===== src/rtl/ysyx_040729_clint_pkg.sv =====
// ysyx_040729_clint_pkg: shared offsets, size codes, FSM states and byte-lane helpers
package ysyx_040729_clint_pkg;
  localparam logic [15:0] MSIP_BASE = 16'h0000;
  localparam logic [15:0] MTIMECMP_BASE = 16'h4000;
  localparam logic [15:0] MTIME_OFF = 16'hBFF8;
  localparam logic [1:0] SZ_B = 2'd0;
  localparam logic [1:0] SZ_H = 2'd1;
  localparam logic [1:0] SZ_W = 2'd2;
  localparam logic [1:0] SZ_D = 2'd3;
  typedef enum logic {ST_IDLE, ST_RESP} state_e;
  function automatic logic [7:0] lane_mask(input logic [1:0] size, input logic [2:0] off);
    logic [7:0] base;
    base = size == SZ_B ? 8'h01 : size == SZ_H ? 8'h03 : size == SZ_W ? 8'h0F : 8'hFF;
    return base << off;
  endfunction
  function automatic logic [63:0] bit_mask(input logic [7:0] lanes);
    logic [63:0] m;
    for (int i = 0; i < 8; i++) m[8*i +: 8] = {8{lanes[i]}};
    return m;
  endfunction
  function automatic logic aligned(input logic [1:0] size, input logic [2:0] off);
    return (off & (size == SZ_B ? 3'd0 : size == SZ_H ? 3'd1 : size == SZ_W ? 3'd3 : 3'd7)) == 3'd0;
  endfunction
endpackage


===== src/rtl/ysyx_040729_clint_lane_rw.sv =====
// ysyx_040729_clint_lane_rw: byte-lane write merge and read extract/extend for one 64-bit register
module ysyx_040729_clint_lane_rw import ysyx_040729_clint_pkg::*; (
  input  logic [63:0] old_i,
  input  logic [63:0] wdata_i,
  input  logic [2:0]  size_i,
  input  logic [2:0]  off_i,
  output logic [63:0] merged_o,
  output logic [63:0] rdata_o
);
  logic [63:0] mask;
  logic [63:0] sh;
  logic sx;
  // write lanes replace the addressed bytes; reads shift the addressed bytes down and extend
  always_comb begin
    mask = bit_mask(lane_mask(size_i[1:0], off_i));
    merged_o = (old_i & ~mask) | ((wdata_i << {off_i, 3'b000}) & mask);
    sh = old_i >> {off_i, 3'b000};
    sx = ~size_i[2];
    rdata_o = size_i[1:0] == SZ_B ? {{56{sx & sh[7]}}, sh[7:0]} :
              size_i[1:0] == SZ_H ? {{48{sx & sh[15]}}, sh[15:0]} :
              size_i[1:0] == SZ_W ? {{32{sx & sh[31]}}, sh[31:0]} : sh;
  end
endmodule


===== src/rtl/ysyx_040729_clint_mh.sv =====
// ysyx_040729_clint_mh: multi-hart CLINT with prescaled mtime, per-hart mtimecmp/msip, valid/ready MMIO port
module ysyx_040729_clint_mh import ysyx_040729_clint_pkg::*; #(
  parameter int NUM_HARTS  = 2,
  parameter int DATA_WIDTH = 64,
  parameter int ADDR_WIDTH = 16,
  parameter int TICK_COUNT = 2
) (
  input  logic                  clock,
  input  logic                  reset,
  input  logic                  req_valid,
  output logic                  req_ready,
  input  logic [ADDR_WIDTH-1:0] req_addr,
  input  logic [DATA_WIDTH-1:0] req_wdata,
  input  logic                  req_wen,
  input  logic [2:0]            req_size,
  output logic                  rsp_valid,
  input  logic                  rsp_ready,
  output logic [DATA_WIDTH-1:0] rsp_rdata,
  output logic                  rsp_err,
  input  logic                  time_en,
  output logic [NUM_HARTS-1:0]  msip,
  output logic [NUM_HARTS-1:0]  mtip
);
  localparam int HW = NUM_HARTS > 1 ? $clog2(NUM_HARTS) : 1;
  state_e state_q, state_d;
  logic [11:0] pc_q, pc_d;
  logic [63:0] mtime_q, mtime_d, mtime_inc, wmask;
  logic [63:0] cmp_q [NUM_HARTS];
  logic [NUM_HARTS-1:0] msip_q;
  logic [63:0] rdata_q, rdata_d, sel, merged, extract;
  logic err_q;
  logic [15:0] a;
  logic [2:0] off;
  logic [HW-1:0] hm, hc;
  logic hit_msip, hit_cmp, hit_time, ok, acc, wr, tick;
  assign a = req_addr[15:0];
  // decode the offset into a register, hart index and in-register byte offset
  always_comb begin
    hit_msip = (a - MSIP_BASE) < 16'(4 * NUM_HARTS);
    hit_cmp = (a - MTIMECMP_BASE) < 16'(8 * NUM_HARTS);
    hit_time = a[15:3] == MTIME_OFF[15:3];
    hm = HW'((a - MSIP_BASE) >> 2);
    hc = HW'((a - MTIMECMP_BASE) >> 3);
    off = hit_msip ? {1'b0, a[1:0]} : a[2:0];
    ok = aligned(req_size[1:0], a[2:0]) && ((hit_msip && req_size[1:0] != SZ_D) || hit_cmp || hit_time);
    sel = hit_msip ? 64'(msip_q[hm]) : hit_cmp ? cmp_q[hc] : mtime_q;
  end
  ysyx_040729_clint_lane_rw u_lane (
    .old_i(sel),
    .wdata_i(req_wdata),
    .size_i(req_size),
    .off_i(off),
    .merged_o(merged),
    .rdata_o(extract)
  );
  // handshake: ready in IDLE, in RESP only when the pending response leaves this cycle
  always_comb begin
    req_ready = state_q == ST_IDLE ? 1'b1 : rsp_ready;
    acc = req_valid & req_ready;
    wr = acc & req_wen & ok;
    state_d = acc ? ST_RESP : rsp_ready ? ST_IDLE : state_q;
  end
  // prescaler and mtime; a bus write overrides only its own lanes of the ticked value
  always_comb begin
    tick = time_en && pc_q == 12'(TICK_COUNT);
    pc_d = tick ? 12'd0 : time_en ? pc_q + 12'd1 : pc_q;
    mtime_inc = mtime_q + 64'(tick);
    wmask = bit_mask(lane_mask(req_size[1:0], a[2:0]));
    mtime_d = wr && hit_time ? (mtime_inc & ~wmask) | ((req_wdata << {a[2:0], 3'b000}) & wmask) : mtime_inc;
    rdata_d = ok && !req_wen ? extract : 64'd0;
  end
  // state, timer, per-hart registers and the held response
  always_ff @(posedge clock or negedge reset) begin
    if (!reset) begin
      state_q <= ST_IDLE;
      pc_q <= '0;
      mtime_q <= '0;
      msip_q <= '0;
      rdata_q <= '0;
      err_q <= 1'b0;
      for (int h = 0; h < NUM_HARTS; h++) cmp_q[h] <= '1;
    end else begin
      state_q <= state_d;
      pc_q <= pc_d;
      mtime_q <= mtime_d;
      if (acc) begin
        rdata_q <= rdata_d;
        err_q <= !ok;
      end
      for (int h = 0; h < NUM_HARTS; h++) begin
        if (wr && hit_cmp && hc == HW'(h)) cmp_q[h] <= merged;
        if (wr && hit_msip && hm == HW'(h)) msip_q[h] <= merged[0];
      end
    end
  end
  // timer interrupt per hart from registered mtime and mtimecmp
  always_comb begin
    for (int h = 0; h < NUM_HARTS; h++) mtip[h] = mtime_q >= cmp_q[h];
  end
  assign rsp_valid = state_q == ST_RESP;
  assign rsp_rdata = rdata_q;
  assign rsp_err = err_q;
  assign msip = msip_q;
endmodule


===== config.mk =====
export PLATFORM = sky130hd
export DESIGN_NAME = ysyx_040729_clint_mh
export DESIGN_NICKNAME = d
export VERILOG_FILES = /design/src/rtl/ysyx_040729_clint_pkg.sv /design/src/rtl/ysyx_040729_clint_lane_rw.sv /design/src/rtl/ysyx_040729_clint_mh.sv
export SDC_FILE = /design/constraint.sdc
export NUM_CORES = 1
export LEC_CHECK = 0
export CAP_MARGIN = 20
export CORE_MARGIN = 2
export CORE_UTILIZATION = 50
export DETAILED_ROUTE_END_ITERATION = 10
export MAX_ROUTING_LAYER = met4
export PLACE_DENSITY = 0.77
export SYNTH_ARGS = -nofsm -noshare
export SYNTH_HDL_FRONTEND = slang
export SYNTH_HIERARCHICAL = 1
export SYNTH_SLANG_ARGS = --single-unit

===== constraint.sdc =====
create_clock -name clock -period 8.09 [get_ports clock]
set_input_delay 1.618 -clock clock [delete_from_list [all_inputs] [get_ports clock]]
set_output_delay 1.618 -clock clock [all_outputs]
set_load 0.01 [all_outputs]

=== Yosys cells after proc, flatten, opt, wreduce, memory -nomap -nowiden ===
Index checks and enable logic that the tools add are counted.

* Equal/unequal tests: 5
* Order comparisons: 6
* Reduce and logical (&&, ||, !) cells: 19
* Shift operators: 5
* Muxes and demuxes: 24
* Add/subtract/negate cells: 3
* Bitwise logic cells: 19

{| class="wikitable"
|+ Operators by type and width
! cell !! count
|-
| $mux W64 || 10
|-
| $and A64 B64 Y64 || 4
|-
| $ge A64 B64 Y1 || 2
|-
| $not A64 Y64 || 2
|-
| $or A64 B64 Y64 || 2
|-
| $shl A64 B6 Y64 || 2
|-
| $add A64 B1 Y64 || 1
|-
| $shr A64 B6 Y64 || 1
|-
| $mux W12 || 2
|-
| $mux W8 || 3
|-
| $lt A16 B4 Y1 const B || 1
|-
| $lt A16 B5 Y1 const B || 1
|-
| $shl A8 B3 Y8 || 2
|-
| $sub A16 B15 Y16 const B || 1
|-
| $eq A13 B13 Y1 const B || 1
|-
| $add A12 B1 Y12 const B || 1
|-
| $eq A12 B2 Y1 const B || 1
|-
| $mux W3 || 4
|-
| $logic_and A1 B1 Y1 || 11
|-
| $and A1 B1 Y1 || 6
|-
| $mux W1 || 5
|-
| $reduce_bool A2 Y1 || 2
|-
| $and A3 B3 Y3 || 1
|-
| $logic_not A3 Y1 || 1
|-
| 10 further kinds || 14
|}

* Output and inout port bits: 71
* Input bits: 89
* Register bits: 272
* Word-level logic and storage cells: 90

=== Depth between registers and ports, before layout ===
* Depth after elaboration: 13
* Gate-level depth with buffers: 15

=== Cells and area by module ===
The synthesis kept the hierarchy.

{| class="wikitable"
|+ By module, submodules not included
! module !! instances !! area each (µm²) !! cells each
|-
| ysyx_040729_clint_mh || 1 || 17,650.7 || 1,839
|-
| ysyx_040729_clint_lane_rw || 1 || 4,599.4 || 712
|}

=== Least setup slack after synthesis ===
No wires, ideal clock.

* Path kind: input-to-reg
* Start point: input req_addr[11]
* End point: register rdata_q[60] (netlist: rsp_rdata[60])
* Library setup time: 0.065 ns
* Path slack: 2.933 ns
* Required time: 8.025 ns
* Buffers on the path: 5
* Arrival: 5.091 ns
* Cell stages on the path: 15
* Cells stage by stage: or4_4 > nor4_4 > clkbuf_1 > buf_2 > nor2_1 > a211oi_1 > mux2i_1 > mux4_2 > or4_1 > clkbuf_2 > o21a_1 > buf_6 > buf_6 > nand2_1 > a22o_1

* Cells in the longest elaborated chain, start to end: 10
* Elaborated cells between the ends (all ways): 20

{| class="wikitable"
|+ Ends and longest elaborated chain
! item !! RTL line !! source
|-
| from (decl) || ysyx_040729_clint_mh.sv:12 || <nowiki>input logic [ADDR_WIDTH-1:0] req_addr,</nowiki>
|-
| $sub A16 B15 Y16 || -- ||
|-
| $lt A16 B5 Y1 || ysyx_040729_clint_mh.sv:40 || <nowiki>hit_cmp = (a - MTIMECMP_BASE) < 16'(8 * NUM_HARTS);</nowiki>
|-
| $mux W64 || ysyx_040729_clint_mh.sv:46 || <nowiki>sel = hit_msip ? 64'(msip_q[hm]) : hit_cmp ? cmp_q[hc] : mtime_q;</nowiki>
|-
| $mux W64 * || ysyx_040729_clint_mh.sv:46 ||
|-
| via sel[55] || ysyx_040729_clint_mh.sv:30 || <nowiki>logic [63:0] rdata_q, rdata_d, sel, merged, extract;</nowiki>
|-
| $shr A64 B6 Y64 * || ysyx_040729_clint_lane_rw.sv:17 || <nowiki>sh = old_i >> {off_i, 3'b000};</nowiki>
|-
| $and A1 B1 Y1 || ysyx_040729_clint_lane_rw.sv:21 || <nowiki>size_i[1:0] == SZ_W ? {{32{sx & sh[31]}}, sh[31:0]} : sh;</nowiki>
|-
| $mux W64 || ysyx_040729_clint_lane_rw.sv:21 ||
|-
| $mux W64 || ysyx_040729_clint_lane_rw.sv:20 || <nowiki>size_i[1:0] == SZ_H ? {{48{sx & sh[15]}}, sh[15:0]} :</nowiki>
|-
| $mux W64 * || ysyx_040729_clint_lane_rw.sv:19 || <nowiki>rdata_o = size_i[1:0] == SZ_B ? {{56{sx & sh[7]}}, sh[7:0]} :</nowiki>
|-
| via extract[60] || ysyx_040729_clint_mh.sv:30 ||
|-
| $mux W64 * || ysyx_040729_clint_mh.sv:70 || <nowiki>rdata_d = ok && !req_wen ? extract : 64'd0;</nowiki>
|-
| to (signal assigned) || ysyx_040729_clint_mh.sv:87 || <nowiki>rdata_q <= rdata_d;</nowiki>
|-
| to (decl) || ysyx_040729_clint_mh.sv:30 ||
|}

Mark *: on every way through the listed nets, which the timed path passes. The rest lies on a longest branch.
A chain may end at the register's enable or synchronous reset.

=== Final worst setup path ===
* Start point: input req_addr[11]
* End point: register rdata_q[24] (netlist: rsp_rdata[24])

* Cells in the longest elaborated chain, start to end: 9
* Elaborated cells between the ends (all ways): 19

{| class="wikitable"
|+ Ends and longest elaborated chain
! item !! RTL line
|-
| $sub A16 B15 Y16 || --
|-
| $lt A16 B5 Y1 || ysyx_040729_clint_mh.sv:40
|-
| $mux W64 || ysyx_040729_clint_mh.sv:46
|-
| $mux W64 * || ysyx_040729_clint_mh.sv:46
|-
| via sel[47] || ysyx_040729_clint_mh.sv:30
|-
| $shr A64 B6 Y64 * || ysyx_040729_clint_lane_rw.sv:17
|-
| $and A1 B1 Y1 || ysyx_040729_clint_lane_rw.sv:20
|-
| $mux W64 || ysyx_040729_clint_lane_rw.sv:20
|-
| $mux W64 * || ysyx_040729_clint_lane_rw.sv:19
|-
| via extract[24] || ysyx_040729_clint_mh.sv:30
|-
| $mux W64 * || ysyx_040729_clint_mh.sv:70
|}

Marked as above.

==> results.txt <==
Run status: finished, final reports clean
Core area: 44030 sq um
Power per Cell Area: 147.1 nW/um^2
Final count of pins violating max slew: 0
Quantity of gates resized following cts: 0
Clock-pin slew on the worst setup and hold paths: 0.06 ns
First-pass GRT wire length: 124600 microns
Die area: 46200 sq um
Endpoint of the worst-slack reg-to-reg timing path: mtime_q[52]$_DFF_PN0_
Initial antenna violation count: 5
Number of DRC markers after the initial detailed-route iteration: 2503
Sequential share of power: 37.8%
HPWL reported at the end of detailed placement: 60380 microns
Number of clock sinks: 272
Setup repair after global routing missed its margin: false
Clock insertion delay at the later pin of the skew report: 0.57 ns
Reg2reg path depth: 10
Die span in y: 215.0 microns
Leakage dissipation: 11.48 nW
Total of buffers placed on input and output ports: 159
Comb power frac: 16.5%
Proportion of synthesized flip-flops having asynchronous set or reset: 100.0%
Final net count: 2849
Critical Path End: rsp_rdata[24]$_DFFE_PN0P_
Synthesis-to-layout area growth: 15.00%
Cell accounting for the most synthesized area: dfrtp_1
Post-detailed-route count of antenna-violating nets: 0
Cell with the most instances after synthesis: nand2_1
DRC violations left: 0
Most instantiated cells after synthesis: nand2_1 (255), nor2_1 (218), mux2i_1 (210)
Number of inserted filler cells in the final layout: 3837
Tmin final: 6.013 ns
Max Freq: 166.3 MHz
Worst Skew: 0.02426 ns
Sort of element at the start of the critical path: primary input
Placed cell count: 3181
Number of distinct library cells after synthesis: 73
Vias in the first global route: 19852
Gr usage total: 36.48%
Maximum root-to-sink buffer count: 3
Overall via count from detail_route: 20784
Endpoint type of the worst setup path: register
Number of rows created at floorplan: 77
Post-synthesis sequential area ratio: 31.31%
Fraction of layout cells with a size suffix above 1: 16.35%
Category of the most critical setup path: in -> reg
Crit-path max FO: 48
Flop2flop setup slack: 3.92 ns
Synth area leaders: dfrtp_1 (16%), dfstp_2 (15%), mux2i_1 (9.4%), mux2_2 (7.5%), ha_1 (7.4%)
Post-synthesis register bit count: 272
Final worst-path cycle share: 74.33%
GPL Wtd Cong: 1.018
Number of CTS-inserted buffers: 35
Number of enable flip-flop cells after synthesis: 0
Syn Area/Cell: 8.722 sq um
Net switching component of the power: 1.089 mW
Net Count, Synth: 2772
IO Count: 160
Length of the first detailed-routing pass in iterations: 6
Switching power as a share of total power: 28.93%
Part of the total power dissipated in the clock network: 45.8%
Slew margin rel.: 16.33%
Final Setup Violations: 0
Transition at the pin with the smallest max-transition slack: 1.247 ns
Grt ovf: 0
Routed wire length: 82680 microns
Final std cells w/o fill: 3253
Cells after synthesis: 2551
Initial standard-cell utilization of the core: 50.54%
Path category of the worst min-delay check: reg -> reg
Post-DR vias/cell: 6.389
Post-CTS setup repair buffer count: 0
Critical path data required time: 8.59 ns
CTS tree: built
CP Data Arrival Time: 6.51 ns
Hold violation total from the final report: 0
Maximum number of pins on one net before global-route repair: 188
CTS H-tree depth: 2
Area share of the largest cell type after synthesis: 16.20%
Worst supply voltage drop on vdd: 128.1 uV
Max capacitance violation total: 0
Cts-stage hold buffer count: 0
Average routed wire per standard cell: 25.42 microns
Worst setup startpoint: req_addr[11]
Hold path startpoint: pc_q[8]$_DFFE_PN0P_
Internal power summed over all cells: 2.676 mW
Cell at the root of the clock tree: clkbuf_16
Post-synth top flop: dfrtp_1
Worst reg2reg path startpoint: pc_q[7]$_DFFE_PN0P_
Post-synthesis instance area: 22250 sq um
Total negative slack for setup checks: 0 ns
Horizontal extent of the die: 215.0 microns
Yosys Warn Count: 6
[cells in the final DEF (no fill, tap or decap), types with 17 or more instances in the layout]
cell,synthesis,routed
clkdlybuf4s50_1,0,153
dfstp_2,128,128
a21o_1,23,23
nand3_1,44,44
inv_1,150,150
nand4_1,30,30
a21oi_1,171,171
xor2_1,30,30
a22o_1,64,64
a211oi_1,132,131
buf_4,12,53
xnor2_1,42,42
nor2b_1,40,37
mux4_2,17,17
dfrtp_1,144,144
o21ai_0,203,203
nor2_1,218,218
mux2_2,149,149
clkbuf_16,0,36
nor3_1,23,22
ha_1,132,132
mux2i_1,210,210
nand2_1,255,254
[per-layer routing]
layer | vias to the layer above | track usage (%) | wire, microns
li1 | 9372 | - | -
met1 | 9960 | 47.01 | 33390
met2 | 1166 | 53.67 | 36130
met3 | 286 | 8.408 | 8587
met4 | 0 | 18.47 | 4568
met5 | - | - | 0
[worst max-delay path, stage by stage]
cell and delay (ns):
clkdlybuf4s50_1 0.43, or4_4 0.58, nor4_4 1.01, nor2_1 0.12, a211oi_1 0.67, mux2i_1 0.16
mux4_2 0.52, or4_1 0.60, o21a_1 0.18, buf_4 0.26, o21ai_0 0.15, a22o_1 0.16
[layout make-up]
type                            count  area [sq um]  share of cell area, %
Antenna cell                        6         15.01                0.05868
Clock buffer                       51          1007                  3.936
Clock inverter                     13         230.2                 0.8998
Inverter                          151         566.8                  2.215
Multi-Input combinational cell   1950         13960                  54.56
Sequential cell                   272          6967                  27.23
Tap cell                          592         740.7                  2.895
Timing Repair Buffer              218          2100                  8.205
[logic make-up after synthesis]
family | count (synthesis) | share of synthesized area (%)
adder cells (fa/ha/maj) | 132 | 7.423
XOR/XNOR | 72 | 2.834
flip-flops | 272 | 31.31
AO/OA/AOI/OAI | 682 | 19.39
AND/OR/NAND/NOR | 688 | 14.20
multiplexers | 376 | 18.71
buffers and inverters | 329 | 6.129
[state kept, by name, summed over array words and instances, names as in the netlist]
name / flops
cmp_q: 128
mtime_q: 64
rsp_rdata: 64
rsp_valid: 1
rsp_err: 1
pc_q: 12
msip: 2
[power groups by stage]
stage | Combinational [mW] | Sequential (mW) | Clock, mW
floorplan | 0.361 | 1.43 | 0
global route | 0.664 | 1.42 | 1.79
detailed placement | 0.599 | 1.44 | 0
CTS | 0.604 | 1.42 | 1.74
global placement | 0.588 | 1.44 | 0
finish | 0.621 | 1.42 | 1.72
[how the worst min path moves through the flow]
stage | endpoint | depth (start not counted) | slack, ns
after detailed placement | pc_q[8]$_DFFE_PN0P_ | 1 | 0.48
after global placement | pc_q[11]$_DFFE_PN0P_ | 1 | 0.45
final | pc_q[8]$_DFFE_PN0P_ | 1 | 0.49
after global routing | rsp_rdata[13]$_DFFE_PN0P_ | 1 | 0.52
after CTS | pc_q[8]$_DFFE_PN0P_ | 1 | 0.49
after floorplan | pc_q[11]$_DFFE_PN0P_ | 1 | 0.44
[metrics by stage]
stage	instance area [sq um]	total power, mW	util (%)	worst slack (ns)	hold WS [ns]
after floorplan	22250	1.794	-	2.933	0.4373
after global placement	24290	2.029	55.17	1.767	0.4547
after detailed placement	24320	2.042	55.24	1.572	0.4800
after CTS	25560	3.761	58.05	2.172	0.4932
after global routing	25580	3.879	58.11	1.969	0.5180
final	25590	3.765	58.11	2.077	0.4942
Power figures use the tool's default switching activity.
